`config.mk`:
```
export PLATFORM = sky130hd
export DESIGN_NAME = threshold_sequencer
export DESIGN_NICKNAME = d
export VERILOG_FILES = /design/src/rtl/threshold_sequencer_pkg.sv /design/src/rtl/threshold_sequencer_hold.sv /design/src/rtl/threshold_sequencer.sv
export SDC_FILE = /design/constraint.sdc
export NUM_CORES = 1
export LEC_CHECK = 0
export ABC_AREA = 1
export ABC_CLOCK_PERIOD_IN_PS = 2300
export CAP_MARGIN = 10
export CORE_MARGIN = 1.5
export CORE_UTILIZATION = 25
export DETAILED_ROUTE_END_ITERATION = 6
export SYNTH_ARGS = -nofsm -noshare
export SYNTH_HDL_FRONTEND = slang
export SYNTH_SLANG_ARGS = --single-unit
```
`constraint.sdc`:
```
create_clock -name clock -period 2.3 [get_ports clock]
set_clock_uncertainty 0.05 [all_clocks]
set_input_delay 0.46 -clock clock [delete_from_list [all_inputs] [get_ports clock]]
set_output_delay 0.46 -clock clock [all_outputs]
set_load 0.01 [all_outputs]
```
`src/rtl/threshold_sequencer_pkg.sv`:
```
// Shared definitions for the thresholding sequencer: FSM states, oStage codes, small helpers.
package threshold_sequencer_pkg;

  typedef enum logic [2:0] {
    ST_IDLE    = 3'd0,
    ST_F_RST   = 3'd1,
    ST_F_RUN   = 3'd2,
    ST_F_DRAIN = 3'd3,
    ST_B_RST   = 3'd4,
    ST_B_RUN   = 3'd5,
    ST_B_DRAIN = 3'd6,
    ST_DONE    = 3'd7
  } seq_state_t;

  localparam logic [1:0] STAGE_IDLE     = 2'd0;
  localparam logic [1:0] STAGE_FILTER   = 2'd1;
  localparam logic [1:0] STAGE_BINARIZE = 2'd2;
  localparam logic [1:0] STAGE_DONE     = 2'd3;

  function automatic logic [1:0] stage_code(input seq_state_t s);
    case (s)
      ST_IDLE:                         return STAGE_IDLE;
      ST_F_RST, ST_F_RUN, ST_F_DRAIN:  return STAGE_FILTER;
      ST_B_RST, ST_B_RUN, ST_B_DRAIN:  return STAGE_BINARIZE;
      default:                         return STAGE_DONE;
    endcase
  endfunction

  function automatic int unsigned max_u(input int unsigned a, input int unsigned b);
    return (a > b) ? a : b;
  endfunction

endpackage

```
`src/rtl/threshold_sequencer_hold.sv`:
```
// Hold counter shared by the stage-reset and drain waits: counts cycles since the last
// state change and flags the limit-th cycle.
module stage_hold_counter #(
  parameter int unsigned CNT_BITS = 2
) (
  input  logic                clock,
  input  logic                reset,
  input  logic                clear,
  input  logic                enable,
  input  logic [CNT_BITS-1:0] limit,
  output logic                done
);

  logic [CNT_BITS-1:0] count;

  always_ff @(posedge clock or negedge reset) begin
    if (!reset) begin
      count <= '0;
    end else if (clear) begin
      count <= '0;
    end else if (enable && !done) begin
      count <= count + CNT_BITS'(1);
    end
  end

  always_comb begin
    done = (count == limit - CNT_BITS'(1));
  end

endmodule

```
`src/rtl/threshold_sequencer.sv`:
```
// Two-stage frame sequencer (local-mean filter, then binarize) with image read-address mux.
// Optional per-frame busy-cycle counter on oCycles when THRSEQ_PERF_EN is defined.
module threshold_sequencer
  import threshold_sequencer_pkg::*;
#(
  parameter int unsigned WIDTH_BITS   = 8,
  parameter int unsigned HEIGHT_BITS  = 8,
  parameter int unsigned RESET_CYCLES = 2,
  parameter int unsigned DRAIN_CYCLES = 2
`ifdef THRSEQ_PERF_EN
  ,
  parameter int unsigned CYCLE_BITS   = 20
`endif
) (
  input  logic                   clock,
  input  logic                   reset,
  input  logic                   iStart,
  output logic                   oBusy,
  output logic                   oDone,
  output logic [1:0]             oStage,
  output logic                   oFilterReset,
  input  logic                   iFilterFinished,
  output logic                   oBinReset,
  input  logic                   iBinFinished,
  input  logic [WIDTH_BITS-1:0]  iFiltImageCol,
  input  logic [HEIGHT_BITS-1:0] iFiltImageRow,
  input  logic [WIDTH_BITS-1:0]  iBinImageCol,
  input  logic [HEIGHT_BITS-1:0] iBinImageRow,
  input  logic [WIDTH_BITS-1:0]  iHostImageCol,
  input  logic [HEIGHT_BITS-1:0] iHostImageRow,
  output logic [WIDTH_BITS-1:0]  oImageCol,
  output logic [HEIGHT_BITS-1:0] oImageRow
`ifdef THRSEQ_PERF_EN
  ,
  output logic [CYCLE_BITS-1:0]  oCycles
`endif
);

  localparam int unsigned HOLD_BITS = $clog2(max_u(RESET_CYCLES, DRAIN_CYCLES)) + 1;

  seq_state_t           state, state_n;
  logic                 state_change;
  logic                 hold_en, hold_done;
  logic [HOLD_BITS-1:0] hold_limit;

  always_comb begin
    hold_en    = (state == ST_F_RST) || (state == ST_F_DRAIN) ||
                 (state == ST_B_RST) || (state == ST_B_DRAIN);
    hold_limit = ((state == ST_F_RST) || (state == ST_B_RST)) ? HOLD_BITS'(RESET_CYCLES)
                                                              : HOLD_BITS'(DRAIN_CYCLES);
  end

  stage_hold_counter #(
    .CNT_BITS(HOLD_BITS)
  ) u_hold (
    .clock  (clock),
    .reset  (reset),
    .clear  (state_change),
    .enable (hold_en),
    .limit  (hold_limit),
    .done   (hold_done)
  );

  // Finished flags only matter in the matching RUN state; iStart only in IDLE/DONE.
  always_comb begin
    state_n = state;
    case (state)
      ST_IDLE:    if (iStart)          state_n = ST_F_RST;
      ST_F_RST:   if (hold_done)       state_n = ST_F_RUN;
      ST_F_RUN:   if (iFilterFinished) state_n = ST_F_DRAIN;
      ST_F_DRAIN: if (hold_done)       state_n = ST_B_RST;
      ST_B_RST:   if (hold_done)       state_n = ST_B_RUN;
      ST_B_RUN:   if (iBinFinished)    state_n = ST_B_DRAIN;
      ST_B_DRAIN: if (hold_done)       state_n = ST_DONE;
      ST_DONE:    if (iStart)          state_n = ST_F_RST;
      default:                         state_n = ST_IDLE;
    endcase
    state_change = (state_n != state);
  end

  // Outputs are registered by decoding the next state alongside the state register.
  always_ff @(posedge clock or negedge reset) begin
    if (!reset) begin
      state        <= ST_IDLE;
      oBusy        <= 1'b0;
      oDone        <= 1'b0;
      oStage       <= STAGE_IDLE;
      oFilterReset <= 1'b1;
      oBinReset    <= 1'b1;
    end else begin
      state        <= state_n;
      oBusy        <= (state_n != ST_IDLE) && (state_n != ST_DONE);
      oDone        <= (state_n == ST_DONE) && state_change;
      oStage       <= stage_code(state_n);
      oFilterReset <= !((state_n == ST_F_RUN) || (state_n == ST_F_DRAIN));
      oBinReset    <= !((state_n == ST_B_RUN) || (state_n == ST_B_DRAIN));
    end
  end

  always_comb begin
    oImageCol = iHostImageCol;
    oImageRow = iHostImageRow;
    case (state)
      ST_F_RST, ST_F_RUN, ST_F_DRAIN: begin
        oImageCol = iFiltImageCol;
        oImageRow = iFiltImageRow;
      end
      ST_B_RST, ST_B_RUN, ST_B_DRAIN: begin
        oImageCol = iBinImageCol;
        oImageRow = iBinImageRow;
      end
      default: ;
    endcase
  end

`ifdef THRSEQ_PERF_EN
  logic [CYCLE_BITS-1:0] perf_cnt, perf_inc;

  always_comb begin
    perf_inc = (&perf_cnt) ? perf_cnt : perf_cnt + CYCLE_BITS'(1);
  end

  // The DONE-entry edge still closes a busy cycle, so the latched value includes it.
  always_ff @(posedge clock or negedge reset) begin
    if (!reset) begin
      perf_cnt <= '0;
      oCycles  <= '0;
    end else begin
      if ((state_n == ST_F_RST) && state_change) begin
        perf_cnt <= '0;
      end else if (oBusy) begin
        perf_cnt <= perf_inc;
      end
      if ((state_n == ST_DONE) && state_change) begin
        oCycles <= perf_inc;
      end
    end
  end
`endif

endmodule

```
==> results of run 1 <==
==> state kept, by name, summed over array words and instances (netlist names) <==
signal        cells
oDone             1
oBinReset         1
oStage            2
u_hold.count      2
oBusy             1
oFilterReset      1
state             2
==> metrics by stage <==
step	setup WS, ns	cell area [sq um]	cells
2_1_floorplan	0.480	955	151
3_3_place_gp	0.0921	1760	270
3_5_place_dp	0.0902	1760	270
4_1_cts	0.216	1800	274
5_1_grt	0.0909	1800	274
6_report	0.233	1800	274
==> cells in the mapped netlist (all sizes together) <==
master	number	area [sq um]
inv	30	113
dfrtp	8	200
dfstp	2	52.6
xor2	1	8.76
nand3	21	110
buf	6	43.8
a21oi	1	5.00
nor4	1	6.26
nand4	4	25.0
ha	1	12.5
o21ai	3	26.3
clkbuf	3	11.3
o211ai	16	120
nor2	9	36.3
nand2	44	178
and2	1	6.26
==> power breakdown <==
part | switching (mW) | total (mW) | internal, mW | leakage [nW]
combinational | 0.847 | 1.57 | 0.725 | 0.728
clock | 0.0616 | 0.211 | 0.150 | 0.0288
sequential | 0.0501 | 0.319 | 0.269 | 0.119
total | 0.959 | 2.10 | 1.14 | 0.876
==> per-layer routing <==
metal | track usage, % | vias to the layer above | wire [um]
met1 | 18.9 | 506 | 1320
met2 | 22.2 | 30 | 1420
met3 | 3.65 | 2 | 195
met5 | 0 | - | 0
li1 | - | 634 | -
met4 | 3.46 | 0 | 13
==> cell type report <==
cell class                      instances  area, sq um  area share [%]
Tap cell                               48         60.1            3.34
Inverter                               30          113            6.27
Multi-Input combinational cell        102          537            29.9
Timing Repair Buffer                   80          778            43.3
Sequential cell                        10          253            14.1
Clock buffer                            4         55.1            3.07
==> path summary, 6_finish.rpt <==
kind / endpoint / start / cells after the start / slack [ns]
max in group asynchronous: oBinReset / reset / 1 / 1.39
worst max-delay path: oImageCol[4] / state[1] / 7 / 0.23
worst min-delay path: oStage[0] / reset / 1 / 0.48
min in group clock: u_hold.count[0] / u_hold.count[0] / 2 / 0.52
worst min register to register: u_hold.count[0] / u_hold.count[0] / 2 / 0.52
worst max register to register: u_hold.count[0] / state[1] / 10 / 0.65
==> repair_timing <==
action                     in CTS  in global routing
setup endpoints to repair      16                  0
resized for setup              17                  0
hold buffers                    0                  0
==> cells by family (layout without fill, tap and decap cells) <==
| group | after synthesis | in the layout | synth area share (%) |
|---|---|---|---|
| AO/OA/AOI/OAI | 20 | 20 | 15.9 |
| XOR/XNOR | 1 | 1 | 0.918 |
| adder cells (fa/ha/maj) | 1 | 1 | 1.31 |
| buffers and inverters | 39 | 114 | 17.6 |
| flip-flops | 10 | 10 | 26.5 |
| AND/OR/NAND/NOR | 80 | 80 | 37.9 |
==> worst register-to-register path, cell delays in order (launching register included) <==
cell and delay (ns):
dfrtp_1 0.43, nand2_2 0.09, buf_4 0.22, nor2_1 0.08, nand2_1 0.11, nand2_1 0.06, nor2_1 0.19, nand3_2 0.12
nand2_1 0.07, nand2_1 0.07, nor2_1 0.09
==> results.toml, run 1 <==
[status]
outcome = "finished clean"

[yosys]
ys_types = 24
yosysSeqAreaShare_pct = 26.5
syn_inst = 151
yosysWarnings = 0
netlist_area_sq_um = 955
syn_nets = 205
syn_area_per_cell_sq_um = 6.32
synth_seq_cells = 10

[pwr]
finalPower_mw = 2.10
power_density_nw_per_um2 = 1170
ir_drop_mv = 0.708
leakage_nw = 0.876

[timing]
timing.fmax_ghz = 0.484
hold_violations = 0
max-slew-margin-rel_pct = 72.1
tightest_slew_ns = 0.418
fin_crit_sh_pct = 89.9
hold-worst-slack_ns = 0.482
rsz0062_at_grt = "false"
slew_viol_final = 0
finalSetupTns_ns = 0
fin_crit_ns = 2.07
setup_viol = 0

[route]
drt_first_pass_iters = 4
wire_per_inst_um = 10.8
vias = 1172
drc_errors = 0
drt_wl_total_um = 2950
antenna_left = 0
drt_iter0_drc = 53
viasPerCell = 4.28

[placed_design]
dp_hpwl_um = 2400
gp_congestion = 0.792
portBuffers = 74

[worst_setup_path]
cp-end-kind = "output port"
cpLargestDelayFamily = "flip-flops"
worst_setup_path_start_kind = "flip-flop"
cpPeakStageDelay_ns = 0.43
crit_buf_inv = 2
arrival_ns = 1.56
cp.required_ns = 1.79
crit_path_cell_trace = "nand2_2, nand2_1, and2_4, buf_12, nand2_1, o211ai_1, dlygate4sd2_1"
path_common_cell = "nand2_1"
critPathKind = "reg -> out"
crit_fanout = 12
cp_slowest_cell = "dfrtp_1"

[global_routing]
antenna_found_initial = 0
grt_pass1_wl_um = 4730
grt_overflow = 0
grt_pass1_vias = 1027
grt_max_degree = 25
grtUsageTotal_pct = 14.0

[finish]
fin_util_pct = 49.0
area_delta_synth_final_pct = 88.1
antenna_cells = 0
drive_above_1_share_pct = 9.73
fill_cells = 396
final_common_cell = "clkdlybuf4s50_1"
layout_common_cells = "clkdlybuf4s50_1 (58), nand2_1 (41), inv_1 (27)"
num-nets-final = 281

[cts]
path_clk_slew_ns = 0.05
cts_tree = "done"
cts.sinks = 10
root_buffer = "clkbuf_8"
clock_latency_ns = 0.23
htree_levels = 1
cts_setup_buffers = 0
clockBufferDepth = 2
cts_buffers = 3

[die]
ios = 75
die_h_um = 64.8
coreArea_sq_um = 3660
die_w_um = 64.8
rows = 22
die_area_sq_um = 4200
start_util_pct = 26.1

[run]
maxCapViolCount = 0

[worst_hold_path]
hold_class = "in -> async"
(Power assumes the default switching activity.)
==> inputs of run 2 (changes only) <==
- ABC_CLOCK_PERIOD_IN_PS: 2300 -> 2400
- clock period: 2.3 -> 2.4 ns (I/O delays scaled with it)
==> results.toml, run 2 (same netlist as run 1, synthesis figures left out) <==
[worst_setup_path]
r2r_end = "u_hold.count[1]"
r2r_start = "state[1]"
critPathKind = "reg -> out"
cp-end-kind = "output port"
worst_setup_path_start_kind = "flip-flop"
cpLargestDelayFamily = "buffers and inverters"
ff2ff_setup_slack_ns = 0.73
arrival_ns = 1.61
cp.depth = 6
crit_end = "oImageRow[7]"
crit_fanout = 12
cpPeakStageDelay_ns = 0.44
crit_path_cell_trace = "o21ai_4, and2_1, buf_12, nand2_1, o211ai_1, dlygate4sd2_1"
cp_slowest_cell = "dfrtp_1"
crit_buf_inv = 2
cp.required_ns = 1.87
startpoint = "state[1]"
r2r_cells = 10

[finish]
layout_common_cells = "clkdlybuf4s50_1 (58), nand2_1 (41), inv_1 (27)"
area_delta_synth_final_pct = 87.8
num-nets-final = 281
fill_cells = 389
drive_above_1_share_pct = 9.29
final_common_cell = "clkdlybuf4s50_1"
reg.largest.list = "oStage x2, state x2, u_hold.count x2"
antenna_cells = 0
final_cell_count_no_fill = 274

[route]
viasPerCell = 4.34
drt_first_pass_iters = 3
drc_errors = 0
drt_iter0_drc = 35
drt_wl_total_um = 3040
antenna_left = 0
wire_per_inst_um = 11.1
vias = 1190

[status]
outcome = "finished clean"

[run]
maxCapViolCount = 0

[timing]
slew_viol_final = 0
fin_crit_ns = 2.14
hold_violations = 0
fin_crit_sh_pct = 89.3
tightest_slew_ns = 0.418
setup_viol = 0
timing.fmax_ghz = 0.467
rsz0062_at_grt = "false"
finalSetupTns_ns = 0
max-slew-margin-rel_pct = 72.0

[pwr]
ir_drop_mv = 0.635
power_density_nw_per_um2 = 1120
leakage_nw = 0.874

[cts]
htree_levels = 1
clockBufferDepth = 2
clock_latency_ns = 0.23
ctsHoldBuffers = 0
cts_resized = 16
cts_setup_buffers = 0
cts_buffers = 3
root_buffer = "clkbuf_8"
path_clk_slew_ns = 0.05
cts.sinks = 10
cts_tree = "done"

[die]
start_util_pct = 26.1
rows = 22
coreArea_sq_um = 3660
die_h_um = 64.8
die_w_um = 64.8
ios = 75
die_area_sq_um = 4200

[global_routing]
grt_overflow = 0
grtUsageTotal_pct = 14.4
grt_pass1_wl_um = 4860
antenna_found_initial = 0
grt_pass1_vias = 1069
grt_max_degree = 25

[placed_design]
portBuffers = 74
dp_cells = 270
gp_congestion = 0.761
dp_hpwl_um = 2480

[worst_hold_path]
hold_class = "in -> async"
run 2: worst reg2reg max path: cells and delay by family (launching register included):
family                 cells  cell delay [ns]
flip-flops                 1             0.44
buffers and inverters      1             0.22
AND/OR/NAND/NOR            9             0.91
run 2: how the worst min path moves through the flow:
stage | cells past startpoint | end | slack [ns] | startpoint
2_1_floorplan | 0 | oBusy | 0.13 | reset
3_3_place_gp | 2 | u_hold.count[0] | 0.51 | u_hold.count[0]
3_5_place_dp | 2 | u_hold.count[0] | 0.50 | u_hold.count[0]
4_1_cts | 1 | oStage[0] | 0.51 | reset
5_1_grt | 1 | oStage[0] | 0.52 | reset
6_report | 1 | state[1] | 0.50 | reset
run 2: through the flow:
| step | util, % | cell area, sq um | power [mW] | hold slack (ns) | setup slack, ns |
|---|---|---|---|---|---|
| 2_1_floorplan | - | 955 | 1.24 | 0.134 | 0.560 |
| 3_3_place_gp | 48.0 | 1760 | 1.95 | 0.510 | 0.163 |
| 3_5_place_dp | 48.0 | 1760 | 1.96 | 0.504 | 0.154 |
| 4_1_cts | 49.0 | 1790 | 2.05 | 0.509 | 0.230 |
| 5_1_grt | 49.0 | 1790 | 2.23 | 0.522 | 0.0811 |
| 6_report | 49.0 | 1790 | 2.01 | 0.499 | 0.257 |
run 2: power by group:
group          total [mW]  internal [mW]  switching, mW  leakage (nW)
combinational        1.50          0.684          0.818         0.726
clock               0.203          0.144         0.0593        0.0288
sequential          0.307          0.258         0.0492         0.119
total                2.01           1.09          0.927         0.874
run 2: layer usage:
| metal | vias to the layer above | GRT usage [%] | routed length (um) |
|---|---|---|---|
| li1 | 639 | - | - |
| met1 | 519 | 18.8 | 1380 |
| met2 | 32 | 24.0 | 1470 |
| met3 | 0 | 3.65 | 188 |
| met4 | 0 | 3.19 | 0 |
| met5 | - | 0 | 0 |
run 2: final cells by class:
type | count | area (sq um) | share of cell area (%)
flip-flops and latches | 10 | 253 | 14.1
clock buffers | 4 | 55.1 | 3.07
multi-input cells | 102 | 534 | 29.8
repair buffers | 80 | 778 | 43.4
inverters | 30 | 113 | 6.28
well taps | 48 | 60.1 | 3.35
==> inputs of run 3 (changes only) <==
- ABC_CLOCK_PERIOD_IN_PS: 2400 -> default
- CORE_ASPECT_RATIO: default -> 1.75
==> results.toml, run 3 (same netlist as run 1, synthesis figures left out) <==
[status]
outcome = "finished clean"

[global_routing]
grtUsageTotal_pct = 16.1
antenna_found_initial = 0
grt_max_degree = 19
grt_overflow = 0
grt_pass1_vias = 1274
grt_pass1_wl_um = 5430

[worst_setup_path]
arrival_ns = 1.65
r2r_start = "state[1]"
ff2ff_setup_slack_ns = 0.72
critPathKind = "reg -> out"
cpPeakStageDelay_ns = 0.42
crit_path_cell_trace = "inv_2, o21ai_4, and2_1, buf_4, nand2_1, o211ai_1, dlygate4sd2_1"
r2r_cells = 9
cp-end-kind = "output port"
crit_fanout = 8
worst_setup_path_start_kind = "flip-flop"
cp.required_ns = 1.87
cp_slowest_cell = "dfrtp_1"
r2r_end = "oStage[0]"

[run]
maxCapViolCount = 0

[die]
die_area_sq_um = 4210
coreArea_sq_um = 3630
die_w_um = 49.7
start_util_pct = 26.3
ios = 75
rows = 29
die_h_um = 84.7

[cts]
path_clk_slew_ns = 0.05
cts_tree = "done"
clockBufferDepth = 2
root_buffer = "clkbuf_8"
cts_buffers = 3
htree_levels = 1
cts_setup_buffers = 0
clock_latency_ns = 0.23
cts.sinks = 10

[finish]
num-nets-final = 283
layout_common_cells = "clkdlybuf4s50_1 (58), nand2_1 (41), inv_1 (27)"
antenna_cells = 0
drive_above_1_share_pct = 10.5
fin_util_pct = 50.1
stdcell_area_sq_um = 1820
final_cell_count_no_fill = 274
area_delta_synth_final_pct = 90.3
fill_cells = 366
reg.largest.list = "oStage x2, state x2, u_hold.count x2"
final_common_cell = "clkdlybuf4s50_1"

[placed_design]
gp_congestion = 0.846
post-place-ws_ns = 0.113
dp_cells = 270
dp_hpwl_um = 2660
portBuffers = 74
place_area_sq_um = 1760

[pwr]
swShare_pct = 46.2
p_seq_share_pct = 15.2
combPwrFrac_pct = 74.7
p_int_mw = 1.10
finalPower_mw = 2.05
switchingPower_mw = 0.949
power_density_nw_per_um2 = 1130
ir_drop_mv = 0.699
leakage_nw = 0.927
p_clk_share_pct = 10.1

[route]
viasPerCell = 4.59
antenna_left = 0
drc_errors = 0
vias = 1257
drt_wl_total_um = 3350
drt_first_pass_iters = 4
drt_iter0_drc = 21
wire_per_inst_um = 12.2

[timing]
timing.fmax_ghz = 0.459
fin_crit_sh_pct = 90.7
fin_crit_ns = 2.18
hold-worst-slack_ns = 0.511
slew_viol_final = 0
max-slew-margin-rel_pct = 70.1
setup_viol = 0
finalSetupTns_ns = 0
rsz0062_at_grt = "false"
finalWorstSetupSlack_ns = 0.222
hold_violations = 0
tightest_slew_ns = 0.447

[worst_hold_path]
hold_class = "in -> async"
[run 3: final cells by class]
class / instances / area [sq um] / share of cell area, %
Timing Repair Buffer: 82 / 803 / 44.2
Multi-Input combinational cell: 102 / 534 / 29.4
Sequential cell: 10 / 254 / 14.0
Inverter: 30 / 113 / 6.20
Tap cell: 46 / 57.6 / 3.17
Clock buffer: 4 / 55.1 / 3.03
[run 3: worst max-delay path, delay by kind of cell (launching register included)]
| family | cells | cell delay [ns] |
|---|---|---|
| compound gates | 2 | 0.16 |
| buf+inv | 3 | 0.59 |
| flops | 1 | 0.42 |
| simple gates | 2 | 0.23 |
[run 3: worst max path at each step]
stage,start,end,slack (ns),depth (start not counted)
2_1_floorplan,state[0],oImageCol[0],0.56,7
3_3_place_gp,iFiltImageCol[4],oImageCol[4],0.10,4
3_5_place_dp,iFiltImageCol[4],oImageCol[4],0.11,4
4_1_cts,state[1],oImageRow[5],0.0006,6
5_1_grt,oStage[1],oImageRow[0],0.16,7
6_report,oStage[1],oImageCol[4],0.22,7
[run 3: timing repair]
action	CTS	global route
hold endpoints to repair	0	0
hold buffers	0	0
gates resized for setup	10	7
endpoints found under the setup margin	10	6
gates cloned	0	0
[run 3: power groups by stage]
stage	clock (mW)	sequential (mW)	combinational, mW
2_1_floorplan	0	0.314	0.926
3_3_place_gp	0	0.314	1.65
3_5_place_dp	0	0.312	1.64
4_1_cts	0.214	0.311	1.57
5_1_grt	0.223	0.316	1.70
6_report	0.207	0.313	1.53
[run 3: layer usage]
metal	vias to the layer above	wire length (um)	GRT usage (%)
li1	635	-	-
met1	555	1370	16.1
met2	63	1650	30.4
met3	4	313	4.45
met4	0	27	5.81
met5	-	0	0
